[config.mk]
export PLATFORM = sky130hd
export DESIGN_NAME = max_window_packer
export DESIGN_NICKNAME = d
export VERILOG_FILES = /design/src/rtl/max_window_packer.sv
export SDC_FILE = /design/constraint.sdc
export NUM_CORES = 2
export LEC_CHECK = 0
export BUFFER_PORTS_ARGS = -buffer_cell sky130_fd_sc_hd__buf_2
export CORE_UTILIZATION = 50
export DETAILED_ROUTE_END_ITERATION = 10
export PLACE_DENSITY = 0.7
export SYNTH_ARGS = -nofsm -noshare
export SYNTH_HDL_FRONTEND = slang
export SYNTH_SLANG_ARGS = --single-unit
export TNS_END_PERCENT = 5
[constraint.sdc]
create_clock -name clk -period 2.9 [get_ports clk]
set_input_delay 0.145 -clock clk [delete_from_list [all_inputs] [get_ports clk]]
set_output_delay 0.145 -clock clk [all_outputs]
set_load 0.02 [all_outputs]
[src/rtl/max_window_packer.sv]
// max_window_packer: packs a sample stream into N_WORDS-wide windows with a fill buffer behind an output register
module max_window_packer #(
  parameter int WORD_W = 32,
  parameter int N_WORDS = 32,
  parameter logic [WORD_W-1:0] PAD_VALUE = '0
) (
  input  logic                        clk,
  input  logic                        rst_n,
  input  logic                        in_valid,
  output logic                        in_ready,
  input  logic [WORD_W-1:0]           in_data,
  input  logic                        in_last,
  output logic                        out_valid,
  input  logic                        out_ready,
  output logic [WORD_W*N_WORDS-1:0]   out_data,
  output logic [$clog2(N_WORDS):0]    out_count
);
  localparam int CW = $clog2(N_WORDS) + 1;
  localparam logic [CW-1:0] LAST = CW'(N_WORDS - 1);
  logic [WORD_W*N_WORDS-1:0] fill_data, merged;
  logic [CW-1:0] fill_cnt;
  logic sealed, accept, close, xfer;
  assign in_ready = ~sealed;
  assign accept = in_valid & ~sealed;
  assign close = accept & (in_last | fill_cnt == LAST);
  assign xfer = (close | sealed) & (~out_valid | out_ready);
  // closing sample goes straight into the outgoing window, not via the fill buffer
  for (genvar k = 0; k < N_WORDS; k++) begin : g_slot
    assign merged[WORD_W*(N_WORDS-k)-1 -: WORD_W] = (accept && fill_cnt == CW'(k)) ?
      in_data : fill_data[WORD_W*(N_WORDS-k)-1 -: WORD_W];
  end
  always_ff @(posedge clk or negedge rst_n) begin
    if (!rst_n) begin
      fill_data <= {N_WORDS{PAD_VALUE}};
      fill_cnt <= '0;
      sealed <= 1'b0;
      out_valid <= 1'b0;
      out_data <= {N_WORDS{PAD_VALUE}};
      out_count <= '0;
    end else if (xfer) begin
      out_data <= merged;
      out_count <= fill_cnt + CW'(accept);
      out_valid <= 1'b1;
      fill_data <= {N_WORDS{PAD_VALUE}};
      fill_cnt <= '0;
      sealed <= 1'b0;
    end else begin
      if (out_ready) out_valid <= 1'b0;
      if (accept) begin
        fill_data <= merged;
        fill_cnt <= fill_cnt + CW'(1);
      end
      sealed <= sealed | close;
    end
  end
endmodule

# Word level (Yosys, flattened, before mapping)
# Index checks and enable logic that the tools add are counted.
[word_totals]
output_inout_bits = 1032
in_bits = 37
ff_bits = 2062
[op_classes]
muxes = 39
eq_ne = 31
reduce_logical = 35
add_sub_neg = 2
bitwise = 8
[op_table]
columns = ["op", "count"]
rows = [
  ["1024-bit two-way mux", 2],
  ["32-bit two-way mux", 32],
  ["6-bit by 5-bit == test with 1-bit output (second input constant)", 16],
  ["6-bit by 4-bit == test with 1-bit output (second input constant)", 8],
  ["1-bit logical AND", 32],
  ["6-bit by 3-bit == test with 1-bit output (second input constant)", 4],
  ["6-bit by 2-bit == test with 1-bit output (second input constant)", 2],
  ["6-bit two-way mux", 2],
  ["6-bit by 1-bit adder with 6-bit output", 1],
  ["6-bit by 1-bit adder with 6-bit output (second input constant)", 1],
  ["6-bit by 1-bit == test with 1-bit output (second input constant)", 1],
  ["6-bit logical NOT", 1],
  ["2-bit nonzero test", 2],
  ["1-bit bitwise AND", 3],
  ["1-bit two-way mux", 3],
  ["1-bit bitwise OR", 3],
  ["1-bit inverter", 2],
]

# Longest topological paths before layout
[depth]
word_depth = 6
ltp_mapped = 10

# Worst setup path before layout
# No wires, ideal clock.
[synth_path]
kind = "register -> register"
start = "register fill_cnt[0]"
end = "register fill_data[1003]"
required_ps = 2778
slack_ps = 728
synth_period_minus_slack_ps = 2172
n_path_buf = 4
path_stages_with_launch = 10
arrival_ps = 2050
setup_ps = 122
path_cell_list = "dfrtp_1 -> ha_1 -> nand3_1 -> o21ai_2 -> and2_1 -> buf_2 -> buf_2 -> buf_2 -> buf_2 -> nor2_1"
[synth_between]
elab_chain_cells = 6
[synth_lines]
columns = ["element", "line_no", "text"]
rows = [
  ["from (decl)", "21", "logic [CW-1:0] fill_cnt;"],
  ["from (signal assigned)", "51", "fill_cnt <= fill_cnt + CW'(1);"],
  ["6-bit by 5-bit == test with 1-bit output", "25", "assign close = accept & (in_last | fill_cnt == LAST);"],
  ["1-bit bitwise OR", "25", ""],
  ["1-bit bitwise AND", "25", ""],
  ["1-bit bitwise OR", "26", "assign xfer = (close | sealed) & (~out_valid | out_ready);"],
  ["1-bit bitwise AND", "26", ""],
  ["1024-bit two-way mux or 2-bit nonzero test (tied branches)", "n/a", ""],
  ["to (signal assigned)", "34", "fill_data <= {N_WORDS{PAD_VALUE}};"],
  ["to (signal assigned)", "44", "fill_data <= {N_WORDS{PAD_VALUE}};"],
  ["to (signal assigned)", "50", "fill_data <= merged;"],
  ["to (decl)", "20", "logic [WORD_W*N_WORDS-1:0] fill_data, merged;"],
]
# Parallel ways exist; a longest one is shown, timed or not. The select of a mux whose other input is x is not followed.
# A chain may end at the register's enable or synchronous reset.

# Worst setup path in the final report
[layout_path]
start = "register fill_cnt[4]"
end = "register out_data[543]"
[layout_between]
elab_chain_cells = 5
[layout_lines]
columns = ["element", "line_no", "text"]
rows = [
  ["6-bit by 5-bit == test with 1-bit output", "25", ""],
  ["1-bit bitwise OR", "25", ""],
  ["1-bit bitwise AND", "25", ""],
  ["1-bit bitwise OR", "26", ""],
  ["1-bit bitwise AND", "26", ""],
  ["to (signal assigned)", "38", "out_data <= {N_WORDS{PAD_VALUE}};"],
  ["to (signal assigned)", "41", "out_data <= merged;"],
  ["to (decl)", "15", "output logic [WORD_W*N_WORDS-1:0] out_data,"],
]
# Parallel ways exist; a longest one is shown, timed or not.

==> summary.md <==
| Metric | Value |
|---|---|
| Status | `complete, but fails checks` |
| Failing checks | `max-slew violations` |
| Final setup vio count | `0` |
| Detailed-route via count | `66700` |
| Leak | `46.9 nW` |
| Post-DP Area | `0.0927 mm2` |
| Placed Instances | `9936` |
| Worst R2R Path Depth | `6` |
| Via density | `6.44` |
| Total global routing overflow | `0` |
| CTS buffer count | `205` |
| Post-route ant nets | `0` |
| Ys flop type | `dfrtp_1` |
| Core Util, Final | `59.8%` |
| Crit path max fanout | `16` |
| Post-Route WL | `318000 um` |
| Tightest Hold Check Type | `in2reg` |
| Global-route wire length before repair | `452000 um` |
| Clock latency on the worst-skew pair | `0.87 ns` |
| H-tree depth | `4` |
| Fin cells | `10400` |
| Mapped Area | `0.0844 mm2` |
| Post-synthesis mux area share | `12.2%` |
| Site row count | `150` |
| Layout area overhead | `18.7%` |
| Max Cap Violations | `0` |
| Slew of the pin with the lowest slew margin | `1.53 ns` |
| DRC errors left | `0` |
| Final Max Slew Viols | `34` |
| IO Port Bufs | `1068` |
| Most frequent cells in the layout | `a21oi_1, dfrtp_1, buf_2, mux2i_1, a22o_1` |
| Most common cell after layout, fill and taps aside | `a21oi_1` |
| Drt pass-1 iters | `6` |
| Pre-CTS WS | `0.179 ns` |
| Critical path data required time | `3.61 ns` |
| Final TNS setup | `0 ns` |
| Achievable Freq | `354 MHz` |
| Total GRT Usage | `36.5%` |
| CP endpoint kind | `flip-flop` |
| Syn Nets | `7259` |
| Largest family of logic cells by synthesized area | `compound AO/OA/AOI/OAI gates` |
| Hold Fails Final Rpt | `0` |
| Die area | `0.170 mm2` |
| Share of layout cells above drive strength 1 | `21.9%` |
| Synth Area in Adders | `0.0890%` |
| Critical Path AT | `3.54 ns` |
| Core Box Area | `0.167 mm2` |
| Root buf cell | `clkbuf_16` |
| Hold endpoint | `fill_data[187]` |
| Die W | `413 um` |
| Pin count of the biggest net entering global routing | `218` |
| Flop2flop setup slack | `0.08 ns` |
| Pwr/cell area | `817 mW/mm2` |
| Fin area | `0.100 mm2` |
| PnR Total Power | `81.8 mW` |
| Minimum clock period | `2.82 ns` |
| Fraction of registers with async set/reset | `100%` |
| RSZ-0062 raised after global routing | `no` |
| Relative slew slack | `-1.67%` |
| Number of warnings issued by yosys | `0` |
| Setup ws final | `0.0771 ns` |
| Number of synthesized flops with an enable pin | `0` |
| Compound-cell area share of the yosys netlist | `19.3%` |
| Initial core utilization | `50.4%` |
| Count of different cell masters after synthesis | `47` |
| Post-synthesis xor/xnor area fraction | `0.0934%` |
| Initial antenna violation count | `16` |
| Die extent in y | `413 um` |
| Skew final | `0.0317 ns` |
| Sink Count | `2062` |
| Crit start category | `flip-flop` |
| Sequential area share after synthesis | `61.1%` |
| Routed len/inst | `30.7 um` |
| Dpl hpwl | `200000 um` |
| Number of DRC markers in iteration 0 | `8087` |
| WHS Path Cells | `3` |
| Final weighted congestion in routability-driven placement | `0.927` |
| Number of synthesized register bits | `2062` |
| CTS tree | `done` |
| CP Class | `reg2reg` |
| Worst R2R End | `out_data[543]` |
| Worst-path clk slew | `0.07 ns` |
| Worst VDD drop | `0.639 mV` |
| Post-Syn Area per Cell | `11.7 um2` |
| Synth Instances | `7216` |
| # IOs | `1069` |
| Final period util | `97.3%` |
| Min-delay src | `in_data[27]` |
| CTS max path bufs | `3` |
| RR Startpoint | `fill_cnt[4]` |
| Number of global-route vias before repair | `63800` |
| Synth Area in Simple Gates | `2.74%` |
| Worst Hold Slack | `0.115 ns` |
| Nets | `8013` |
-- where the power goes --
group          internal (mW)  switching, mW
Combinational           5.29           12.4
Clock                   16.3           11.7
Sequential              32.7           3.48
-- routing by layer --
layer	GRT usage (%)	wire length, um	up-vias
met5	0.424	115	-
met4	22.4	22400	6
met3	9.33	33300	827
met2	53.0	139000	4151
met1	49.1	122000	34300
li1	-	-	27400
-- synth_stat cells, drive strengths merged, types with 4 or more instances --
master / instances / area share (%)
a21oi: 2068 / 12
dfrtp: 2062 / 61
mux2i: 1024 / 12
a22o: 592 / 6.1
clkbuf: 447 / 2.0
buf: 401 / 2.5
nor2: 401 / 1.8
and2: 49 / 0.36
a32o: 48 / 0.57
and3: 20 / 0.15
nand3: 14 / 0.11
nor3: 11 / 0.12
nand2: 10 / 0.047
o21ai: 8 / 0.052
nor2b: 7 / 0.052
ha: 6 / 0.089
inv: 6 / 0.027
o22ai: 6 / 0.044
xor2: 6 / 0.062
a31oi: 4 / 0.030
-- flip-flops by register name (all words and copies together), names as in the netlist --
name       flops
out_valid      1
fill_data   1024
fill_cnt       6
out_data    1024
sealed         1
out_count      6
-- critical path, stage by stage (launching register included) --
cell	delay [ns]
dfrtp_1	0.50
or4b_1	0.86
buf_4	0.27
nor2_4	0.28
buf_4	0.39
mux2i_1	0.26
a21oi_1	0.09
-- worst max-delay path by stage --
stage	startpoint	endpoint	slack [ns]	cells past startpoint
3_3_place_gp	sealed	out_data[976]	0.22	5
2_1_floorplan	fill_cnt[0]	fill_data[1003]	0.73	9
3_5_place_dp	fill_cnt[4]	out_data[540]	0.18	6
6_report	fill_cnt[4]	out_data[543]	0.08	6
4_1_cts	sealed	out_data[1008]	0.17	5
5_1_grt	fill_cnt[0]	out_data[778]	0.02	7
-- area by class of cell --
type	instances	area [um2]
Antenna cell	10	25.0
Clock buffer	309	6150
Clock inverter	67	943
Fill cell	13500	67300
Inverter	6	22.5
Multi-Input combinational cell	4300	29400
Sequential cell	2062	51600
Tap cell	2204	2760
Timing Repair Buffer	1395	9240
-- kinds of logic (layout without fill, tap and decap cells) --
family	Yosys count	count (layout)
AOI/OAI and AO/OA	2737	2737
xor gates and xnor gates	9	9
DFF	2062	2062
buffers and inverters	854	1777
adders and majority gates	6	6
muxes	1026	1026
other	0	10
and+or+nand+nor	522	522
-- what timing repair did --
item                       in CTS  in global routing
buffers inserted                0                  0
setup endpoints to repair       0                  4
gates resized for setup         0                  2
hold buffers                   31                  0
hold endpoints to repair     2122                  0
Note: power is estimated with default switching activity, not from simulation.
